===== src/rtl/match_scan_ctrl_pkg.sv =====
// Shared Stage 1 definitions: dictionary geometry, scan FSM states and the
// candidate (word, byte) record used by the match scanner.
package stage1_pkg;

   localparam int DICT_WORDS     = 16;
   localparam int BYTES_PER_WORD = 4;
   localparam int DICT_BYTES     = DICT_WORDS * BYTES_PER_WORD;

   typedef enum logic {
      IDLE,
      SCAN
   } scan_state_t;

   typedef struct packed {
      logic [$clog2(DICT_WORDS)-1:0]     word_idx;
      logic [$clog2(BYTES_PER_WORD)-1:0] byte_idx;
   } match_cand_t;

   // One-hot mask selecting the compare-vector bit that a candidate names.
   function automatic logic [DICT_BYTES-1:0] cand_mask(input match_cand_t cand);
      logic [DICT_BYTES-1:0] one;
      one = {{(DICT_BYTES-1){1'b0}}, 1'b1};
      return one << {cand.word_idx, cand.byte_idx};
   endfunction

endpackage


===== src/rtl/match_scan_ctrl_if.sv =====
// Handshake bundle for match_scan_ctrl: compare-vector input stream and the
// candidate output stream. The slave modport is the scanner itself.
// Optional macro MATCH_SCAN_CNT_EN adds the out_cnt and truncated signals.
interface match_scan_if;
   import stage1_pkg::*;

   logic                  in_valid;
   logic                  in_ready;
   logic [DICT_BYTES-1:0] in_vec;
   logic                  out_valid;
   logic                  out_ready;
   logic [3:0]            out_word_idx;
   logic [1:0]            out_byte_idx;
   logic                  out_last;
   logic                  out_none;
   logic                  busy;
`ifdef MATCH_SCAN_CNT_EN
   logic [5:0]            out_cnt;
   logic                  truncated;
`endif

   modport slave (
      input  in_valid, in_vec, out_ready,
      output in_ready, out_valid, out_word_idx, out_byte_idx, out_last, out_none, busy
`ifdef MATCH_SCAN_CNT_EN
      , output out_cnt, truncated
`endif
   );

   modport master (
      output in_valid, in_vec, out_ready,
      input  in_ready, out_valid, out_word_idx, out_byte_idx, out_last, out_none, busy
`ifdef MATCH_SCAN_CNT_EN
      , input out_cnt, truncated
`endif
   );

endinterface


===== src/rtl/match_scan_ctrl_priority_encoder.sv =====
// 64-input priority encoder: reports the lowest set bit of the compare
// vector as a (word, byte) pair. An all-zero vector reports index 0; the
// caller masks that case with its own empty flag.
module priority_encoder_64
   import stage1_pkg::*;
(
   input  logic [DICT_BYTES-1:0] vec,
   output match_cand_t           cand
);

   // Scan from the top down so the lowest set bit is the last one written.
   always_comb begin
      cand = '0;
      for (int i = DICT_BYTES - 1; i >= 0; i--) begin
         if (vec[i]) begin
            cand = match_cand_t'(6'(i));
         end
      end
   end

endmodule


===== src/rtl/match_scan_ctrl.sv =====
// match_scan_ctrl: holds one dictionary compare vector and emits each set bit
// as a (word, byte) candidate, lowest first, one per accepted beat, stopping
// when the vector empties or MAX_CAND candidates have been sent.
// Optional macro MATCH_SCAN_CNT_EN exposes the candidate ordinal (out_cnt)
// and a flag (truncated) telling that the candidate limit cut the scan short.
module match_scan_ctrl
   import stage1_pkg::*;
#(
   parameter int MAX_CAND = 8
)(
   input  logic         clk,
   input  logic         reset,
   match_scan_if.slave  bus
);

   localparam logic [5:0] LAST_CNT = 6'(MAX_CAND - 1);

   scan_state_t           state_q;
   scan_state_t           state_d;
   logic [DICT_BYTES-1:0] vec_q;
   logic [DICT_BYTES-1:0] vec_d;
   logic [5:0]            cnt_q;
   logic [5:0]            cnt_d;
   match_cand_t           cand;
   logic [DICT_BYTES-1:0] vec_cleared;
   logic                  vec_empty;
   logic                  vec_single;
   logic                  beat_last;
   logic                  scanning;

   priority_encoder_64 u_enc (
      .vec  (vec_q),
      .cand (cand)
   );

   // Remove the current candidate from the held vector and classify the beat.
   always_comb begin
      vec_cleared = vec_q & ~cand_mask(cand);
      vec_empty   = (vec_q == '0);
      vec_single  = !vec_empty && ((vec_q & (vec_q - 64'd1)) == '0);
      beat_last   = vec_empty || vec_single || (cnt_q == LAST_CNT);
   end

   // Next-state logic: latch a vector in IDLE, retire one candidate per accepted beat in SCAN.
   always_comb begin
      state_d = state_q;
      vec_d   = vec_q;
      cnt_d   = cnt_q;
      case (state_q)
         IDLE: begin
            if (bus.in_valid) begin
               vec_d   = bus.in_vec;
               cnt_d   = '0;
               state_d = SCAN;
            end
         end
         SCAN: begin
            if (bus.out_ready) begin
               vec_d = vec_cleared;
               cnt_d = cnt_q + 6'd1;
               if (beat_last) begin
                  vec_d   = '0;
                  state_d = IDLE;
               end
            end
         end
         default: state_d = IDLE;
      endcase
   end

   // State register; reset drops any partially emitted vector.
   always_ff @(posedge clk or posedge reset) begin
      if (reset) begin
         state_q <= IDLE;
      end else begin
         state_q <= state_d;
      end
   end

   // Held compare vector and candidate ordinal.
   always_ff @(posedge clk or posedge reset) begin
      if (reset) begin
         vec_q <= '0;
         cnt_q <= '0;
      end else begin
         vec_q <= vec_d;
         cnt_q <= cnt_d;
      end
   end

   assign scanning         = (state_q == SCAN);
   assign bus.in_ready     = (state_q == IDLE);
   assign bus.busy         = scanning;
   assign bus.out_valid    = scanning;
   assign bus.out_word_idx = scanning ? cand.word_idx : 4'd0;
   assign bus.out_byte_idx = scanning ? cand.byte_idx : 2'd0;
   assign bus.out_last     = scanning && beat_last;
   assign bus.out_none     = scanning && vec_empty;

`ifdef MATCH_SCAN_CNT_EN
   assign bus.out_cnt   = cnt_q;
   assign bus.truncated = scanning && beat_last && (vec_cleared != '0);
`endif

endmodule


===== src/flat_wrapper.sv =====
// flat-port wrapper written by rule: the top's interface ports become plain ports
module match_scan_ctrl_flat import stage1_pkg::*;
#(
   parameter int MAX_CAND = 8
)
  (clk, reset, bus_in_valid, bus_in_vec, bus_out_ready, bus_in_ready, bus_out_valid, bus_out_word_idx, bus_out_byte_idx, bus_out_last, bus_out_none, bus_busy);
  match_scan_if bus_i ();
  input  logic clk;
  input  logic reset;
  input wire logic [$bits(bus_i.in_valid)-1:0] bus_in_valid;
  input wire logic [$bits(bus_i.in_vec)-1:0] bus_in_vec;
  input wire logic [$bits(bus_i.out_ready)-1:0] bus_out_ready;
  output wire logic [$bits(bus_i.in_ready)-1:0] bus_in_ready;
  output wire logic [$bits(bus_i.out_valid)-1:0] bus_out_valid;
  output wire logic [$bits(bus_i.out_word_idx)-1:0] bus_out_word_idx;
  output wire logic [$bits(bus_i.out_byte_idx)-1:0] bus_out_byte_idx;
  output wire logic [$bits(bus_i.out_last)-1:0] bus_out_last;
  output wire logic [$bits(bus_i.out_none)-1:0] bus_out_none;
  output wire logic [$bits(bus_i.busy)-1:0] bus_busy;
  assign bus_i.in_valid = bus_in_valid;
  assign bus_i.in_vec = bus_in_vec;
  assign bus_i.out_ready = bus_out_ready;
  assign bus_in_ready = bus_i.in_ready;
  assign bus_out_valid = bus_i.out_valid;
  assign bus_out_word_idx = bus_i.out_word_idx;
  assign bus_out_byte_idx = bus_i.out_byte_idx;
  assign bus_out_last = bus_i.out_last;
  assign bus_out_none = bus_i.out_none;
  assign bus_busy = bus_i.busy;
  match_scan_ctrl #(.MAX_CAND(MAX_CAND)) u_core (.clk(clk), .reset(reset), .bus(bus_i));
endmodule

===== config.mk =====
export PLATFORM = sky130hd
export DESIGN_NAME = match_scan_ctrl_flat
export DESIGN_NICKNAME = d
export VERILOG_FILES = /design/src/rtl/match_scan_ctrl_pkg.sv /design/src/rtl/match_scan_ctrl_if.sv /design/src/rtl/match_scan_ctrl_priority_encoder.sv /design/src/rtl/match_scan_ctrl.sv /design/src/flat_wrapper.sv
export SDC_FILE = /design/constraint.sdc
export NUM_CORES = 1
export LEC_CHECK = 0
export CAP_MARGIN = 20
export CORE_ASPECT_RATIO = 1.1
export CORE_MARGIN = 2
export CORE_UTILIZATION = 55
export DETAILED_ROUTE_END_ITERATION = 7
export PLACE_DENSITY = 0.85
export SYNTH_ARGS = -nofsm -noshare
export SYNTH_HDL_FRONTEND = slang
export SYNTH_SLANG_ARGS = --single-unit

===== constraint.sdc =====
create_clock -name clk -period 3.9 [get_ports clk]
set_clock_uncertainty 0.2 [all_clocks]
set_input_delay 0.39 -clock clk [delete_from_list [all_inputs] [get_ports clk]]
set_output_delay 0.39 -clock clk [all_outputs]
set_load 0.02 [all_outputs]

==> results.ini <==
[route]
drc = 0
dr.pass1.iters = 5
vias = 5943
drt_iter0_drc = 535
routed_wirelength_microns = 19770
wl_per_cell_microns = 22.93
ant_nets = 0
viasPerCell = 6.894

[sta]
report.final.hold_viol_count = 0
setup_violations = 0
drv_slew = 0
worst_pin_slew_ps = 911.0
rsz0062_at_grt = true
max_freq_ghz = 0.2591
slew_headroom_pct = 39.26
fin_tns_setup_ps = 0
fin_crit_sh_pct = 98.95
fin_crit_ps = 3859

[floorplan]
fp-row-count = 36
die_w_microns = 94.37
ios = 79
start_util_pct = 56.25
dieHeight_microns = 103.4
core_sq_um = 8783
fp.dieArea_sq_um = 9759

[clock_tree]
ctsHoldBuffers = 0
clock-sinks = 71
cts_buffers = 9
root_buffer = clkbuf_8
cts.path.max_buffers = 2
clk_pin_slew_worst_paths_ps = 80
cts_tree = built
insertion_delay_ps = 370
cts_max_level = 3

[synthesis]
ys.flop_type = dfrtp_1
post-synth-top-area-cell = dfrtp_1
yosysWarnings = 0
synth_top_area_share_pct = 35.96
yosys_register_bits = 71
syn_nets = 668
yosys-top-cells-count = dfrtp_1 (71), nand2_1 (63), o21ai_0 (54)
yosysMostFrequentCell = dfrtp_1
syn_area_sq_um = 4941
yosysSeqAreaShare_pct = 35.96
synth.top_cells.by_area = dfrtp_1 (36%), a32o_1 (7.1%), o21ai_0 (5.5%)
synthCells = 599
synth_edf_count = 0
async_reset_ff_share_pct = 100.0
syn_avg_cell_area_sq_um = 8.249
synth.distinct_cells = 60

[global_routing]
grt_pass1_vias = 5662
grt_max_degree = 72
grtUsageTotal_pct = 40.82
grt_pass1_wl_microns = 29890
grt_overflow = 0
antenna_found_initial = 0

[min_path]
holdCritPathClass = reg -> reg
hp-start = u_core.cnt_q[0]

[setup_path]
start_kind = flip-flop
worst_ep_required_time_ps = 3310
cp_max_fo = 3
r2r_slack_ps = 60
arrival_ps = 3270
startpoint = u_core.vec_q[11]
cp-end-kind = primary output
worstSetupPathType = reg -> out
timing.rr.start = u_core.vec_q[11]

[flow_run]
maxCapViolCount = 0

[status]
status = complete, no violations

[final_layout]
fin_nets = 812
n_antenna_cell = 0
fillers = 631
layout-drive-gt1-share_pct = 20.59
area_growth_pct = 38.21
fin_area_sq_um = 6829

[placed_design]
place_area_sq_um = 6479
portBuffers = 78
dp_hpwl_microns = 14430
place.gp.congestion = 1.120

-- critical path, stage by stage (launching register included) --
cell and delay (ps):
dfrtp_1 400, nor4_2 270, buf_4 150, nand4_1 210, or3_4 480, or3_4 370, o32a_1 220, nor4_4 340
nand4_4 140, a21oi_2 160, buf_4 150
-- what timing repair did --
action	in CTS	in global routing
pin swaps	2	9
resized for setup	12	14
endpoints found under the setup margin	1	41
buffers inserted	1	1
-- logic make-up (layout without fill, tap and decap cells) --
group / count (synthesis) / in the layout / share of synthesized area [%]
flip-flops: 71 / 71 / 35.96
AND/OR/NAND/NOR: 250 / 250 / 27.17
XOR/XNOR: 1 / 1 / 0.1773
AO/OA/AOI/OAI: 209 / 209 / 30.89
adder cells (fa/ha/maj): 2 / 2 / 0.4558
buffers and inverters: 66 / 215 / 5.343
-- registers in the layout (all words and copies together), names as in the netlist --
register / flops
u_core.cnt_q: 6
u_core.vec_q: 64
u_core.bus.busy: 1
-- layer usage --
| metal | vias up | routed length [microns] | global-route usage (%) |
|---|---|---|---|
| met4 | 0 | 1353 | 27.09 |
| met3 | 129 | 1954 | 9.130 |
| met2 | 432 | 9178 | 66.92 |
| met1 | 2771 | 7281 | 48.42 |
| li1 | 2611 | - | - |
| met5 | - | 0 | 0 |
-- area by class of cell --
class	instances	area (sq um)	area share (%)
Inverter	16	60.06	0.8794
Timing Repair Buffer	183	1612	23.60
Clock inverter	5	80.08	1.173
Multi-Input combinational cell	462	3007	44.03
Sequential cell	71	1777	26.02
Tap cell	114	142.6	2.089
Clock buffer	11	151.4	2.217
-- placed cells by master (no fill, tap or decap), types with 10 or more instances in the layout --
cell type / synthesis / routed
a21oi_1: 24 / 23
a22oi_1: 14 / 14
a32o_1: 35 / 35
buf_4: 2 / 101
clkbuf_8: 0 / 11
clkdlybuf4s50_1: 0 / 77
dfrtp_1: 71 / 71
inv_1: 16 / 15
nand2_1: 63 / 63
nand3_1: 21 / 21
nand4_1: 13 / 13
nor2_1: 48 / 47
nor3_1: 20 / 20
nor4_1: 22 / 16
o21ai_0: 54 / 51
o31ai_1: 10 / 10
or4_1: 14 / 14
-- worst paths after layout --
path                                         end  cells past startpoint
worst max-delay path                bus_out_last                     10
worst min register to register   u_core.cnt_q[0]                      1
max in group asynchronous       u_core.vec_q[46]                      3
min in group asynchronous        u_core.vec_q[1]                      3
worst max register to register  u_core.vec_q[35]                     12
worst min-delay path             u_core.cnt_q[0]                      1
-- through the flow --
stage	hold slack, ps	instances	util, %	worst slack (ps)
finish	352.7	862	77.75	40.80
global route	369.9	862	77.75	-67.87
CTS	350.0	861	76.91	19.90
detailed placement	339.9	844	73.76	-99.39
global placement	297.3	844	73.76	-72.69
floorplan	281.0	599	-	271.2
Power is not shown: default switching activity piles up to over one toggle a cycle in this logic, so the estimate is an artifact.
